--- src/rtl/seg_pkg.sv ---
// Shared types and constants for the 8-digit seven-segment scan controller.
// Glyphs are active-low, bit6 = a ... bit0 = g.
package seg_pkg;

  typedef enum logic {
    ST_GUARD = 1'b0,
    ST_ON    = 1'b1
  } seg_state_e;

  localparam int          NUM_DIGITS = 8;
  localparam logic [6:0]  BLANK_SEG  = 7'h7F;

  // Packed so entry k is GLYPH_TBL[k]; listed from F down to 0.
  localparam logic [15:0][6:0] GLYPH_TBL = {
    7'b0111000,  // F
    7'b0110000,  // E
    7'b1000010,  // d
    7'b0110001,  // C
    7'b1100000,  // b
    7'b0001000,  // A
    7'b0000100,  // 9
    7'b0000000,  // 8
    7'b0001111,  // 7
    7'b0100000,  // 6
    7'b0100100,  // 5
    7'b1001100,  // 4
    7'b0000110,  // 3
    7'b0010010,  // 2
    7'b1001111,  // 1
    7'b0000001   // 0
  };

  // True when digit idx (idx >= 1) and every higher digit hold zero.
  function automatic logic lzb_blank(input logic [31:0] data, input logic [2:0] idx);
    return (idx != 3'd0) && ((data >> {idx, 2'b00}) == 32'd0);
  endfunction

endpackage

--- src/rtl/seg_glyph_dec.sv ---
// Combinational hex nibble to active-low seven-segment glyph decode.
module seg_glyph_dec
  import seg_pkg::*;
(
  input  logic [3:0] nib_i,
  output logic [6:0] seg_o
);

  assign seg_o = GLYPH_TBL[nib_i];

endmodule

--- src/rtl/seg_scan_ctrl.sv ---
// Multiplexed 8-digit seven-segment scan controller with a guarded shadow frame buffer.
// Optional leading-zero blanking is built when macro SEG_LZB_EN is defined.
//
// state    | meaning
// ST_GUARD | all anodes off for GUARD_CYC cycles before the current digit
// ST_ON    | current digit lit for DWELL_CYC cycles
module seg_scan_ctrl
  import seg_pkg::*;
#(
  parameter int DWELL_CYC = 100000,
  parameter int GUARD_CYC = 1000
) (
  input  logic        clk,
  input  logic        rst_n,
  input  logic        wr_valid,
  output logic        wr_ready,
  input  logic [31:0] wr_data,
  input  logic [7:0]  wr_dp,
  input  logic [7:0]  digit_en,
  output logic [6:0]  a_to_g,
  output logic [7:0]  an,
  output logic        dp,
  output logic        frame_done
);

  localparam int MAX_CYC = (DWELL_CYC > GUARD_CYC) ? DWELL_CYC : GUARD_CYC;
  localparam int CNT_W   = $clog2(MAX_CYC);
  localparam logic [CNT_W-1:0] DWELL_LOAD = CNT_W'(DWELL_CYC - 1);
  localparam logic [CNT_W-1:0] GUARD_LOAD = CNT_W'(GUARD_CYC - 1);

  seg_state_e       state_q, state_d;
  logic [CNT_W-1:0] cnt_q, cnt_d;
  logic [2:0]       idx_q, idx_d;
  logic [31:0]      active_data_q, active_data_d;
  logic [7:0]       active_dp_q, active_dp_d;
  logic [31:0]      shadow_data_q, shadow_data_d;
  logic [7:0]       shadow_dp_q, shadow_dp_d;
  logic             pending_q, pending_d;
  logic [7:0]       an_q, an_d;
  logic [6:0]       seg_q, seg_d;
  logic             dp_q, dp_d;
  logic             frame_done_q, frame_done_d;

  logic [3:0]       cur_nib;
  logic [6:0]       cur_glyph;
  logic [6:0]       seg_on;
  logic             accept;

  assign cur_nib = active_data_q[{idx_q, 2'b00} +: 4];

  seg_glyph_dec u_glyph_dec (
    .nib_i (cur_nib),
    .seg_o (cur_glyph)
  );

`ifdef SEG_LZB_EN
  assign seg_on = lzb_blank(active_data_q, idx_q) ? BLANK_SEG : cur_glyph;
`else
  assign seg_on = cur_glyph;
`endif

  // Accepting and promoting are exclusive: accept needs pending low, promote needs it high.
  assign accept = wr_valid & ~pending_q;

  always_comb begin
    state_d       = state_q;
    cnt_d         = cnt_q;
    idx_d         = idx_q;
    active_data_d = active_data_q;
    active_dp_d   = active_dp_q;
    shadow_data_d = shadow_data_q;
    shadow_dp_d   = shadow_dp_q;
    pending_d     = pending_q;
    an_d          = an_q;
    seg_d         = seg_q;
    dp_d          = dp_q;
    // Registered one cycle early so the pulse lands on the last ON cycle of digit 7.
    frame_done_d  = (state_q == ST_ON) && (cnt_q == CNT_W'(1)) && (idx_q == 3'd7);

    if (accept) begin
      shadow_data_d = wr_data;
      shadow_dp_d   = wr_dp;
      pending_d     = 1'b1;
    end

    case (state_q)
      ST_GUARD: begin
        if (cnt_q == '0) begin
          state_d = ST_ON;
          cnt_d   = DWELL_LOAD;
          an_d    = digit_en[idx_q] ? ~(8'b1 << idx_q) : 8'hFF;
          seg_d   = seg_on;
          dp_d    = ~active_dp_q[idx_q];
        end else begin
          cnt_d = cnt_q - CNT_W'(1);
        end
      end
      ST_ON: begin
        if (cnt_q == '0) begin
          state_d = ST_GUARD;
          cnt_d   = GUARD_LOAD;
          idx_d   = idx_q + 3'd1;
          an_d    = 8'hFF;
          seg_d   = BLANK_SEG;
          dp_d    = 1'b1;
          if ((idx_q == 3'd7) && pending_q) begin
            active_data_d = shadow_data_q;
            active_dp_d   = shadow_dp_q;
            pending_d     = 1'b0;
          end
        end else begin
          cnt_d = cnt_q - CNT_W'(1);
        end
      end
      default: begin
        state_d = ST_GUARD;
        cnt_d   = GUARD_LOAD;
      end
    endcase
  end

  always_ff @(posedge clk or negedge rst_n) begin
    if (!rst_n) begin
      state_q       <= ST_GUARD;
      cnt_q         <= GUARD_LOAD;
      idx_q         <= 3'd0;
      active_data_q <= 32'd0;
      active_dp_q   <= 8'd0;
      shadow_data_q <= 32'd0;
      shadow_dp_q   <= 8'd0;
      pending_q     <= 1'b0;
      an_q          <= 8'hFF;
      seg_q         <= BLANK_SEG;
      dp_q          <= 1'b1;
      frame_done_q  <= 1'b0;
    end else begin
      state_q       <= state_d;
      cnt_q         <= cnt_d;
      idx_q         <= idx_d;
      active_data_q <= active_data_d;
      active_dp_q   <= active_dp_d;
      shadow_data_q <= shadow_data_d;
      shadow_dp_q   <= shadow_dp_d;
      pending_q     <= pending_d;
      an_q          <= an_d;
      seg_q         <= seg_d;
      dp_q          <= dp_d;
      frame_done_q  <= frame_done_d;
    end
  end

  assign wr_ready   = ~pending_q;
  assign a_to_g     = seg_q;
  assign an         = an_q;
  assign dp         = dp_q;
  assign frame_done = frame_done_q;

endmodule

--- config.mk ---
export PLATFORM = sky130hd
export DESIGN_NAME = seg_scan_ctrl
export DESIGN_NICKNAME = d
export VERILOG_FILES = /design/src/rtl/seg_pkg.sv /design/src/rtl/seg_glyph_dec.sv /design/src/rtl/seg_scan_ctrl.sv
export SDC_FILE = /design/constraint.sdc
export NUM_CORES = 1
export LEC_CHECK = 0
export CELL_PAD_IN_SITES_DETAIL_PLACEMENT = 2
export CELL_PAD_IN_SITES_GLOBAL_PLACEMENT = 2
export CORE_AREA = 2 2 121 123
export CTS_CLUSTER_SIZE = 14
export DETAILED_ROUTE_END_ITERATION = 16
export DIE_AREA = 0 0 123 125
export PLACE_DENSITY = 0.8
export SYNTH_ARGS = -nofsm -noshare
export SYNTH_HDL_FRONTEND = slang
export SYNTH_SLANG_ARGS = --single-unit
--- constraint.sdc ---
create_clock -name clk -period 3.15 [get_ports clk]
set_input_delay 0.315 -clock clk [delete_from_list [all_inputs] [get_ports clk]]
set_output_delay 0.315 -clock clk [all_outputs]
set_load 0.01 [all_outputs]
# Word level (Yosys, flattened, before mapping)
# Memory sizes are Yosys's and may differ from the RTL's.
# Index checks and enable logic that the tools add are counted.
classes:
  magnitude_cmp: 2
  shift: 2
  n_bitwise: 5
  eq_ne: 4
  muxes: 25
  reduce_logical: 7
  add_sub_neg: 2
ops:
  columns: ["op", "n"]
  rows:
  - ["$mux W17", 2]
  - ["$pmux W17 S2", 1]
  - ["$shiftx A32 B6 Y4", 1]
  - ["$mux W8", 3]
  - ["$mux W7", 3]
  - ["$eq A17 B1 Y1 const B", 1]
  - ["$logic_not A17 Y1", 1]
  - ["$sub A17 B1 Y17 const B", 1]
  - ["$pmux W8 S2", 1]
  - ["$pmux W7 S2", 1]
  - ["$mux W1", 10]
  - ["$not A8 Y8", 1]
  - ["$shl A1 B3 Y8 const A", 1]
  - ["$bmux W1 S3", 2]
  - ["$lt A4 B5 Y1 const B", 1]
  - ["$lt A3 B4 Y1 const B", 1]
  - ["$pmux W1 S2", 2]
  - ["$reduce_and A2 Y1", 2]
  - ["$add A3 B1 Y3 const B", 1]
  - ["$eq A3 B3 Y1 const B", 1]
  - ["$logic_and A1 B1 Y1", 3]
  - ["$not A1 Y1", 3]
  - ["$reduce_and A3 Y1", 1]
  - ["$ne A2 B1 Y1 const B", 1]
  - ["2 further kinds", 2]
totals:
  word_cells: 60
  register_bits: 119
  romBits: 112
  inputBits: 51
  out_inout_bits: 18
  memories: 1
mem_list:
  columns: ["name", "words", "width", "rd", "rd_ports_with_merged_regs", "wr", "line", "text"]
  rows:
  - ["(name not given)", 16, 7, 1, 0, 0, "seg_glyph_dec.sv:9", "assign seg_o = GLYPH_TBL[nib_i];"]

# Logic depth before layout (Yosys ltp)
# Gate-level depths: netlist of the first run.
depth:
  ltp_word: 6
  mapped_depth: 9
  mapped_depth_nobuf: 7

# Hierarchy
# Synthesis of the first run repeated with hierarchy kept, for this count alone.
hier_totals:
  hier_cells: 428
  hier_area_um2: 5486.5
modules_own_cells:
  columns: ["mod", "seq_area_each_um2", "area_per_inst_um2", "cells_each", "n_inst"]
  rows:
  - ["seg_scan_ctrl", 3007.9, 5238.8, 393, 1]
  - ["seg_glyph_dec", 0.0, 247.7, 35, 1]

# Worst setup path before layout of the first run
# OpenSTA, ideal clock, no wires.
synth_timing:
  path_type: "reg-to-reg"
  startpoint: "reg cnt_q[11]"
  endpoint: "reg seg_q[5] (netlist: a_to_g[5])"
  stages_incl_launch_ff: 10
  setup_ps: 77
  path_slack_ps: 298
  arrival_time_ps: 2774
  synth_period_minus_slack_ps: 2852
  required_time_ps: 3073
  n_path_buf: 2
  path_cell_list: "dfrtp_1 > or4_1 > nor2_1 > nand3_2 > clkbuf_1 > ha_1 > nor3_1 > clkbuf_1 > o221ai_1 > o21a_1"
synth_between:
  elab_chain_len: 3
  word_cells_on_any_way: 4
  classes_between: "eq/ne: 2; reduce/logical: 2"
synth_rtl:
  columns: ["item", "line", "text"]
  rows:
  - ["start, declared", "seg_scan_ctrl.sv:32", "logic [CNT_W-1:0] cnt_q, cnt_d;"]
  - ["start signal, assigned", "seg_scan_ctrl.sv:138", "cnt_q <= cnt_d;"]
  - ["$logic_not A17 Y1 *", "seg_scan_ctrl.sv:88, seg_scan_ctrl.sv:99", null]
  - ["$ne A2 B2 Y1 (no source line) / $ne A2 B1 Y1 (equally long branches)", null, null]
  - ["$reduce_and A2 Y1 (no source line) *", null, null]
  - ["end signal, assigned", "seg_scan_ctrl.sv:146", "seg_q <= seg_d;"]
  - ["end, declared", "seg_scan_ctrl.sv:40", "logic [6:0] seg_q, seg_d;"]
# Mark *: on every way between the ends. The rest lies on a longest branch, timed or not.
# A chain may end at the register's enable or synchronous reset.

# Worst setup path in the final report of the first run
layout_timing:
  startpoint: "reg cnt_q[11]"
  endpoint: "reg active_data_q[9]"
layout_between:
  elab_chain_len: 2
layout_rtl:
  columns: ["item", "line", "text"]
  rows:
  - ["$logic_not A17 Y1", "seg_scan_ctrl.sv:99", "if (cnt_q == '0) begin"]
  - ["$reduce_and A3 Y1 (no source line)", null, null]
  - ["end signal, assigned", "seg_scan_ctrl.sv:140", "active_data_q <= active_data_d;"]
  - ["end, declared", "seg_scan_ctrl.sv:34", "logic [31:0] active_data_q, active_data_d;"]
# Every way passes these cells.

==> metrics.md, run 1 <==
| Metric | Value |
|---|---|
| Cell Int Power | `a little over 0.003 W` |
| Filler cells | `around 1,400` |
| Worst skew pair latency | `0.42 ns` |
| Maximum VDD drop | `0.338 mV` |
| Status | `completed` |
| RSZ-0062 raised after global routing | `no` |
| Critical path data arrival time | `between 2 and 3 ns` |
| Clock power frac | `45.9%` |
| DR pass1 iterations | `4` |
| DR iter-0 viols | `159` |
| Leakage | `3.12 nW` |
| Pwr dens | `between 500 and 600 nW/um2` |
| Actual slew at the worst max-slew pin | `about 0.64 ns` |
| Setup Crit Path Kind | `flop to flop` |
| Final nets | `541` |
| I/O Buffers | `68` |
| Area delta synth->final | `27.9%` |
| Synth warn | `0` |
| Synth Net Count | `456` |
| NetSw | `0.000916 W` |
| Post-route cell area | `just under 7000 um2` |
| Die ar. | `15,400 um2` |
| Synthesized area per cell | `13.9 um2` |
| Share of cells above drive strength 1 | `18.4%` |
| Final hold slack | `0.00344 ns` |
| Root Driver | `clkbuf_16` |
| I/O pin count | `69` |
| Startpoint types | `flop` |
| Layout Skew | `0.0101 ns` |
| Clock Path Buffers | `2` |
| Cell Count, Final, Fillers Out | `669` |
| Die Y | `approximately 130 um` |
| # Post-CTS Setup Buffers | `0` |
| Vias | `approximately 3,400` |
| Crit share post-route | `85.2%` |
| Crit path time final | `2.68 ns` |
| Final setup viols | `0` |
| #FFs+latches synth | `about 120` |
| Max Fclk | `around 0.37 GHz` |
| Mapped Area | `5390 um2` |
| Clk slew on worst S/H paths | `0.05 ns` |
| Site Rows | `44` |
| Clock sinks | `between 100 and 150` |
| Drt wl/cell | `20.9 um` |
| Sum Neg Setup Slack | `0 ns` |
| Detail Placement HPWL | `9.20 mm` |
| GP Congestion | `0.761` |
| DP Area | `roughly 6400 um2` |
| Grt total ovfl | `0` |
| Vias in the first global route | `4,038` |
| Met2 Use GR | `34.4%` |
| Sequential area share after synthesis | `approximately 56%` |
| Final hold vios | `0` |
| CTS resizes | `0` |
| First-pass GRT wire length | `between 20 and 25 mm` |
| Number of max-cap violations | `0` |
| Via-per-instance ratio | `5.14` |
| Final Max Slew Viols | `0` |
| Routed Antenna Nets | `0` |
| Final wirelength | `14.0 mm` |
| Switching Share | `23.1%` |
| # H-tree levels | `4` |
| Initial antenna violation count | `0` |
| Slew headroom | `57.1%` |
| CTS tree | `yes` |
| Worst hold path type | `primary input to async pin` |
| Inserted Clock Buffers | `17` |
| CP required | `3.44 ns` |
| GR Layer Usage met3 | `around 4.5%` |
| GRT Max-Usage Layer | `met2` |
| Unique cell type count in the Yosys netlist | `45` |
| Core Region | `14,200 um2` |
| Diode count | `0` |
| Crit Path Max Fanout | `40` |
| Largest net degree at the start of global routing | `120` |
| Dpl cells | `637` |
| DRC violations left | `0` |
| Chip Width | `123 um` |
| Hold_buf cts | `0` |
| Met1 GRT Util | `24.0%` |
| Core Util, Final | `about 50%` |
| Total Routing Usage GR | `19.9%` |
| Crit. End Element | `flop` |
| Gate Count Post-Synth | `387` |
| Combinational Power Share | `7.2%` |
| Initial core utilization | `38.0%` |
| Sequential share of power | `46.9%` |
[per-layer routing]
layer / part of all wire (%) / routed length [um]
met2: 54 / 7520
met3: 2.9 / 411
met5: 0 / 0
met1: 41 / 5760
met4: 2.3 / 318
[final timing paths]
check                                  start                end  slack (ns)  depth (start not counted)
max                                cnt_q[11]   active_data_q[9]        0.47                          8
min                                    rst_n            state_q       0.003                          2
max reg2reg                        cnt_q[11]   active_data_q[9]        0.47                          8
min reg2reg                shadow_data_q[26]  shadow_data_q[26]        0.48                          1
max in group asynchronous              rst_n         frame_done        2.68                          2
min in group clk           shadow_data_q[26]  shadow_data_q[26]        0.48                          1
[critical path: stages (launching register included)]
cell	delay, ns
dfrtp_1	0.42
or4_1	0.56
nor2_1	0.21
nand3_2	0.23
inv_2	0.11
ha_1	0.30
nand3_2	0.13
buf_12	0.21
mux2_1	0.37
[power by group through the flow]
stage	Clock, W	Combinational, W	Sequential [W]
floorplan	0	0.000152	0.00181
global placement	0	0.000261	0.00186
detailed placement	0	0.000286	0.00188
CTS	0.00185	0.000296	0.00186
global route	0.00191	0.000321	0.00189
finish	0.00182	0.000285	0.00186
[registers in the layout (all words and copies together) (netlist names)]
name / flops
cnt_q: 17
dp: 1
active_dp_q: 8
frame_done: 1
pending_q: 1
shadow_data_q: 32
state_q: 1
active_data_q: 32
shadow_dp_q: 8
a_to_g: 7
idx_q: 3
an: 8
[Yosys cell counts]
cell	n	area, um2
dfstp_2	24	631
nand3_2	1	10.0
mux2i_1	5	50.1
nand3_1	7	35.0
and2_1	2	12.5
nand3b_1	2	15.0
inv_1	6	22.5
nor4_1	2	12.5
a221oi_2	1	15.0
mux2i_4	3	67.6
xor2_1	7	61.3
a31oi_1	7	43.8
nor2_1	22	82.6
o211a_1	1	10.0
a21oi_1	6	30.0
buf_1	8	30.0
inv_2	4	15.0
o21ai_1	2	10.0
clkinv_1	1	3.75
o31ai_1	2	15.0
xnor2_1	8	70.1
o2111ai_1	1	8.76
dfrtp_1	95	2380
or4_1	1	7.51
mux4_2	12	270
a21o_1	1	7.51
o31a_1	2	17.5
ha_1	18	225
or3b_1	1	8.76
mux2_1	80	901
and3_1	2	12.5
or2_1	1	6.26
clkbuf_1	4	15.0
or3_1	1	6.26
mux2_2	1	11.3
nand2_1	18	67.6
o221ai_1	3	26.3
buf_6	4	45.0
a21boi_1	4	30.0
o22a_1	1	8.76
nor2b_1	3	18.8
o21a_1	4	30.0
nor3b_1	1	7.51
buf_2	1	5.00
nor3_1	7	35.0
[placed cells by master, fill, tap and decap left out, types with 7 or more instances in the layout]
master           synthesis  routed
mux4_2                  12      12
buf_4                    0      14
xor2_1                   7       7
nand2_1                 18      18
nor3_1                   7       7
a31oi_1                  7       7
clkbuf_1                 4       7
dfstp_2                 24      24
clkbuf_16                0      17
mux2_1                  80      80
dfrtp_1                 95      95
clkdlybuf4s50_1          0      67
ha_1                    18      18
nor2_1                  22      22
xnor2_1                  8       8
[final cells by class]
type / instances / area (um2) / area share, %
clock buffer: 27 / 493 / 7.15
clock inverter: 5 / 50.0 / 0.726
inverter: 11 / 41.3 / 0.599
multi-input combinational: 240 / 2260 / 32.8
sequential: 119 / 3010 / 43.6
tap: 184 / 230 / 3.34
timing repair buffer: 83 / 816 / 11.8
[cells by family after synthesis]
kind of cell	count (synthesis)	synth area share [%]
AOI/OAI and AO/OA	35	4.69
xor gates and xnor gates	15	2.44
adders and majority gates	18	4.18
buffers and inverters	28	2.53
DFF	119	55.8
muxes	101	24.1
and+or+nand+nor	71	6.27
[stage by stage]
step	total power, W	worst slack, ns
CTS	0.00400	0.417
global route	0.00412	0.220
detailed placement	0.00217	0.466
global placement	0.00212	0.554
floorplan	0.00196	0.298
finish	0.00396	0.467
Power figures use the tool's default switching activity.
==> inputs of run 2 (changes only) <==
GPL_TIMING_DRIVEN = 0   (was default)
==> run 2 against run 1 <==
Net effect: sequential power about the same; flip-flop and latch count did not move; first-iteration DRC count is 12% lower; non-clock buffer count is 4 higher; critical path type unchanged.
==> metrics.md, run 2 (synthesis results as in run 1) <==
| Metric | Value |
|---|---|
| Status | `completed` |
| DP Worst Slack | `-0.576 ns` |
| Site Rows | `44` |
| Crit-path cells | `or4_1 > nor2_1 > nand3_2 > buf_2 > ha_1 > nor3_4 > clkbuf_4 > o221ai_1 > o21a_1` |
| Reg2reg setup slack | `0.18 ns` |
| # Post-CTS Setup Buffers | `0` |
| R2r worst-path depth | `9` |
| Clock Path Buffers | `2` |
| Max Fclk | `0.337 GHz` |
| Final Max Slew Viols | `0` |
| Detail Placement HPWL | `9.06 mm` |
| Largest net degree at the start of global routing | `slightly above 70` |
| I/O pin count | `69` |
| Worst skew pair latency | `0.42 ns` |
| Crit Path Max Fanout | `11` |
| Post-route cell area | `between 6000 and 7000 um2` |
| Grt total ovfl | `0` |
| Pwr dens | `577 nW/um2` |
| Inserted Clock Buffers | `17` |
| Clock sinks | `between 100 and 150` |
| Pwr Total | `0.00402 W` |
| Leakage | `3.10 nW` |
| Via-per-instance ratio | `5.11` |
| CP max stage cell | `or4_1` |
| Startpoint types | `flop` |
| Post-route setup slack | `around 0.18 ns` |
| I/O Buffers | `68` |
| Critical path data arrival time | `3.31 ns` |
| GP Congestion | `0.757` |
| Switching Share | `23.1%` |
| DP Area | `6330 um2` |
| Setup Crit Path Kind | `flop to flop` |
| First-pass GRT wire length | `23.1 mm` |
| Vias in the first global route | `4,121` |
| Cell Int Power | `0.00309 W` |
| Filler cells | `~1,300` |
| Die Y | `125 um` |
| Share of cells above drive strength 1 | `19.2%` |
| Crit path time final | `2.97 ns` |
| Commonest non-fill, non-tap cells in the layout | `dfrtp_1, mux2_1, clkdlybuf4s50_1` |
| Crit. End Element | `flop` |
| Total Routing Usage GR | `20.3%` |
| Diode count | `0` |
| Initial core utilization | `38.0%` |
| Clock power frac | `46.7%` |
| Final setup viols | `0` |
| Max stage delay on crit path | `0.59 ns` |
| Worst hold path type | `primary input to async pin` |
| Reg2reg start | `cnt_q[11]` |
| Combinational Power Share | `~7.1%` |
| Maximum VDD drop | `0.431 mV` |
| Sequential share of power | `46.1%` |
| Layout Skew | `0.00812 ns` |
| Final wirelength | `13.9 mm` |
| R2R Path End | `a_to_g[5]` |
| Commonest non-fill, non-tap cell in the layout | `dfrtp_1` |
| Regs by FF count | `active_data_q: 32 flops, shadow_data_q: 32 flops, cnt_q: 17 flops` |
| Die ar. | `15,400 um2` |
| Core Util, Final | `49.0%` |
| Final nets | `545` |
| DR iter-0 viols | `140` |
| Number of max-cap violations | `0` |
| # H-tree levels | `4` |
| Vias | `3,436` |
| Sum Neg Setup Slack | `0 ns` |
| Root Driver | `clkbuf_16` |
| Core Region | `14,200 um2` |
| DR pass1 iterations | `4` |
| Chip Width | `~120 um` |
| Slew headroom | `between 30 and 40%` |
| Actual slew at the worst max-slew pin | `roughly 0.91 ns` |
| Area delta synth->final | `29.0%` |
| CP required | `3.49 ns` |
| CTS tree | `yes` |
| Initial antenna violation count | `0` |
| Routed Antenna Nets | `0` |
| DRC violations left | `0` |
| Clk slew on worst S/H paths | `approximately 0.05 ns` |
| Final hold vios | `0` |
| Drt wl/cell | `20.7 um` |
| NetSw | `0.000929 W` |
| RSZ-0062 raised after global routing | `no` |
| Crit share post-route | `94.2%` |
## run 2: changes by cell type in the layout (fill, tap and decap cells not counted), sizes merged
cell / before / now
clkbuf: 27 / 23
clkinvlp: 0 / 4
bufinv: 1 / 2
clkinv: 5 / 6
dlygate4sd3: 0 / 1
inv: 10 / 11
## run 2: final cells by class
| cell class | count | area, um2 | area share (%) |
|---|---|---|---|
| plain buffers | 17 | 106 | 1.53 |
| inverters | 11 | 41.3 | 0.594 |
| multi-input cells | 240 | 2270 | 32.7 |
| repair buffers | 70 | 719 | 10.3 |
| flip-flops and latches | 119 | 3010 | 43.3 |
| clock inverters | 12 | 128 | 1.84 |
| well taps | 184 | 230 | 3.31 |
| clock buffers | 20 | 447 | 6.42 |
## run 2: power by group through the flow
stage | logic [W] | clock network (W) | registers, W
after global routing | 0.000326 | 0.00199 | 0.00188
after floorplan | 0.000152 | 0 | 0.00181
after detailed placement | 0.000289 | 0 | 0.00188
after CTS | 0.000297 | 0.00192 | 0.00186
final | 0.000286 | 0.00188 | 0.00185
after global placement | 0.000260 | 0 | 0.00186
## run 2: routing by layer
layer	vias to the layer above	share of wire [%]	track usage, %
met5	-	0	0
met2	75	55	36.2
li1	1557	-	-
met4	0	1.5	6.48
met1	1787	39	23.3
met3	17	3.6	5.52
## run 2: worst max-delay path by stage
stage	to	depth (start not counted)	startpoint	slack, ns
global placement	shadow_data_q[15]	1	rst_n	-2.79
finish	a_to_g[5]	9	cnt_q[11]	0.18
detailed placement	a_to_g[5]	9	cnt_q[4]	-0.58
global route	a_to_g[5]	9	cnt_q[11]	0.01
CTS	an[6]	9	cnt_q[11]	0.07
floorplan	a_to_g[5]	9	cnt_q[11]	0.30
## run 2: stage by stage
stage                     instances  hold slack, ns
after floorplan                 387          0.0194
after global placement          639           0.459
after detailed placement        640           0.293
after CTS                       673           0.418
after global routing            673           0.448
final                           673           0.418
## run 2: worst max-delay path, delay by kind of cell, from the launching register on
kind | cells | cell delay [ns]
and+or+nand+nor | 4 | 1.35
buffers and inverters | 2 | 0.56
DFF | 1 | 0.43
adders and majority gates | 1 | 0.28
AOI/OAI and AO/OA | 2 | 0.27
## run 2: repair_timing
| action | CTS | global route |
|---|---|---|
| hold endpoints to repair | 44 | 0 |
| setup endpoints to repair | 56 | 45 |
| hold buffers | 1 | 0 |
| gates resized for setup | 11 | 5 |
==> inputs of run 3 (changes only) <==
ABC_AREA = 1   (was default)
CORE_AREA = 2 2 133 135   (was 2 2 121 123)
DIE_AREA = 0 0 135 137   (was 0 0 123 125)
PLACE_DENSITY = 0.79   (was 0.8)
==> run 3 against run 2 <==
Net effect: maximum frequency is 4.7% higher; worst hold slack worse by 0.028 ns; via count is 37% higher; cell area is 4.9% higher; final cell count is 44% higher; count of clock-buffer cells in the layout is 3 higher; global-route usage is 0.089 points higher; first-iteration DRC count is 13% lower; synthesized area is 5.5% higher; non-clock buffer count is 8 higher; die area is 20% higher; critical endpoint is now an[6].
==> metrics.md, run 3 <==
| Metric | Value |
|---|---|
| Routed Antenna Nets | `0` |
| Most frequent cell after synthesis | `nand2_1` |
| Leakage | `approximately 3.5 nW` |
| # Post-CTS Setup Buffers | `0` |
| Slew headroom | `65.4%` |
| Drt wl/cell | `17.7 um` |
| CTS tree | `yes` |
| Clock power frac | `roughly 55%` |
| CP required | `3.50 ns` |
| Synthesized area per cell | `between 8 and 9 um2` |
| # H-tree levels | `4` |
| R2R Path End | `an[6]` |
| Gate Count Post-Synth | `643` |
| Dpl cells | `around 940` |
| RSZ-0062 raised after global routing | `no` |
| Largest net degree at the start of global routing | `72` |
| Hold_buf cts | `1` |
| DRC violations left | `0` |
| Maximum VDD drop | `about 0.26 mV` |
| Area leader, netlist | `dfrtp_1` |
| Initial core utilization | `33.4%` |
| Top-area cell type share of the netlist area | `41.8%` |
| Asr flop ratio synth | `100%` |
| Max stage delay on crit path | `between 0.4 and 0.5 ns` |
| CP bufs+invs | `3` |
| Mapped Area | `~5700 um2` |
| Final setup viols | `0` |
| Number of max-cap violations | `0` |
| GP Congestion | `0.790` |
| Worst skew pair latency | `0.43 ns` |
| Site Rows | `48` |
| Total Routing Usage GR | `about a fifth` |
| Via-per-instance ratio | `4.86` |
| Diode count | `0` |
| Cell Int Power | `0.00289 W` |
| Crit Path Max Fanout | `10` |
| Post-synth top cells | `nand2_1, dfrtp_1, inv_1, nor2_1, a21oi_1` |
| Share of cells above drive strength 1 | `15.8%` |
| Crit path time final | `2.83 ns` |
| Clock Path Buffers | `2` |
| Chip Width | `135 um` |
| Pwr dens | `501 nW/um2` |
| Max Fclk | `0.353 GHz` |
| Final wirelength | `17.2 mm` |
| I/O pin count | `slightly below 70` |
| Die Y | `137 um` |
| Reg2reg setup slack | `roughly 0.32 ns` |
| Cell Count, Final, Fillers Out | `970` |
| Critical path data arrival time | `approximately 3.2 ns` |
| Critical path endpoint | `an[6]` |
| Sequential area share after synthesis | `between 50% and 60%` |
| Grt total ovfl | `0` |
| Dominant cells by area after synthesis | `dfrtp_1, dfstp_2, nand2_1` |
| #FFs+latches synth | `119` |
| Worst path depth | `12` |
| Area delta synth->final | `28.1%` |
| Synth Net Count | `712` |
| Final hold vios | `0` |
| Layout Skew | `roughly 0.0098 ns` |
| Reg2reg start | `cnt_q[11]` |
| CP max stage cell | `nor3_1` |
| Unique cell type count in the Yosys netlist | `34` |
| Vias | `4,717` |
| I/O Buffers | `68` |
| Vias in the first global route | `5,402` |
| Detail Placement HPWL | `approximately 12 mm` |
| First-pass GRT wire length | `29.0 mm` |
| Setup Crit Path Kind | `flop to flop` |
| Startpoint types | `flop` |
| Critical path startpoint | `cnt_q[11]` |
| Number of flops mapped to enable cells by yosys | `0` |
| Die ar. | `18,500 um2` |
| Commonest non-fill, non-tap cells in the layout | `nand2_1, dfrtp_1, inv_1, nor2_1, clkdlybuf4s50_1` |
| Crit. End Element | `flop` |
| Inserted Clock Buffers | `17` |
| Worst hold path type | `primary input to async pin` |
| Filler cells | `1,896` |
| Crit-path cells | `nor2_1 > nand2_1 > nor2_2 > nand4_1 > nor2_1 > inv_1 > ha_1 > nor3_1 > buf_2 > nand2_1 > o22ai_1 > inv_1` |
| R2r worst-path depth | `12` |
| Crit share post-route | `90.0%` |
| Final Max Slew Viols | `0` |
| Final nets | `801` |
| DR iter-0 viols | `between 100 and 150` |
| Synth warn | `0` |
| Ys flop type | `dfrtp_1` |
| Combinational Power Share | `between 2 and 3%` |
| Initial antenna violation count | `0` |
| Core Region | `17,100 um2` |
| Root Driver | `clkbuf_16` |
| Actual slew at the worst max-slew pin | `between 0.5 and 0.6 ns` |
| NetSw | `0.000764 W` |
| Clock sinks | `119` |
| Sequential share of power | `between 40% and 50%` |
| Commonest non-fill, non-tap cell in the layout | `nand2_1` |
| Switching Share | `20.9%` |
| CTS resizes | `0` |
| Core Util, Final | `42.8%` |
| CP top delay family | `simple AND/OR/NAND/NOR gates` |
| DR pass1 iterations | `4` |
| Regs by FF count | `active_data_q: 32 flops, shadow_data_q: 32 flops, cnt_q: 17 flops` |
| Status | `completed` |
| Clk slew on worst S/H paths | `0.06 ns` |
run 3: worst register-to-register path, delay by kind of cell, from the launching register on:
kind / cells / cell delay, ns
DFF: 1 / 0.44
adders and majority gates: 1 / 0.21
buffers and inverters: 3 / 0.53
AOI/OAI and AO/OA: 1 / 0.19
and+or+nand+nor: 7 / 1.39
run 3: kinds of logic after synthesis:
kind of cell	synth area share [%]
xor+xnor	1.08
fa+ha+maj	3.96
buf+inv	8.03
mux	3.96
compound gates	9.89
flops	52.9
simple gates	20.2
run 3: layout make-up:
| cell class | count | area [um2] | share of cell area, % |
|---|---|---|---|
| tap | 225 | 282 | 3.86 |
| inverter | 85 | 324 | 4.44 |
| multi-input combinational | 414 | 2230 | 30.5 |
| timing repair buffer | 70 | 719 | 9.87 |
| buffer | 25 | 133 | 1.82 |
| clock inverter | 9 | 123 | 1.68 |
| clock buffer | 23 | 478 | 6.55 |
| sequential | 119 | 3010 | 41.2 |
run 3: power groups by stage:
stage / clock [W] / combinational [W] / sequential, W
after global routing: 0.00212 / 0.000116 / 0.00153
after global placement: 0 / 0.0000977 / 0.00156
after floorplan: 0 / 0.00000360 / 0.00156
after CTS: 0.00205 / 0.000108 / 0.00153
final: 0.00202 / 0.000104 / 0.00153
after detailed placement: 0 / 0.000106 / 0.00156
run 3: metrics by stage:
step	setup TNS [ns]	power, W	instance area, um2	hold slack, ns	setup slack (ns)
after floorplan	0	0.00156	5690	0.0194	1.05
after global placement	-292.99	0.00166	6650	0.468	-2.76
after detailed placement	0	0.00166	6680	0.285	0.298
after CTS	0	0.00369	7290	0.409	0.254
after global routing	0	0.00377	7290	0.446	0.0459
final	0	0.00366	7290	0.390	0.316
run 3: worst min-delay path by stage:
| stage | to | slack [ns] | cells past startpoint | from |
|---|---|---|---|---|
| 2_1_floorplan | active_data_q[0] | 0.02 | 0 | rst_n |
| 6_report | shadow_data_q[15] | 0.39 | 2 | rst_n |
| 3_3_place_gp | active_dp_q[2] | 0.47 | 2 | active_dp_q[2] |
| 4_1_cts | shadow_data_q[15] | 0.41 | 2 | rst_n |
| 3_5_place_dp | active_data_q[12] | 0.28 | 1 | rst_n |
| 5_1_grt | shadow_data_q[15] | 0.45 | 2 | rst_n |
run 3: metal layers:
metal | GRT usage, % | vias to the layer above | share of wire [%]
met5 | 0 | - | 0
li1 | - | 2228 | -
met4 | 5.73 | 0 | 1.2
met1 | 25.2 | 2413 | 44
met3 | 4.04 | 16 | 2.6
met2 | 36.2 | 60 | 52
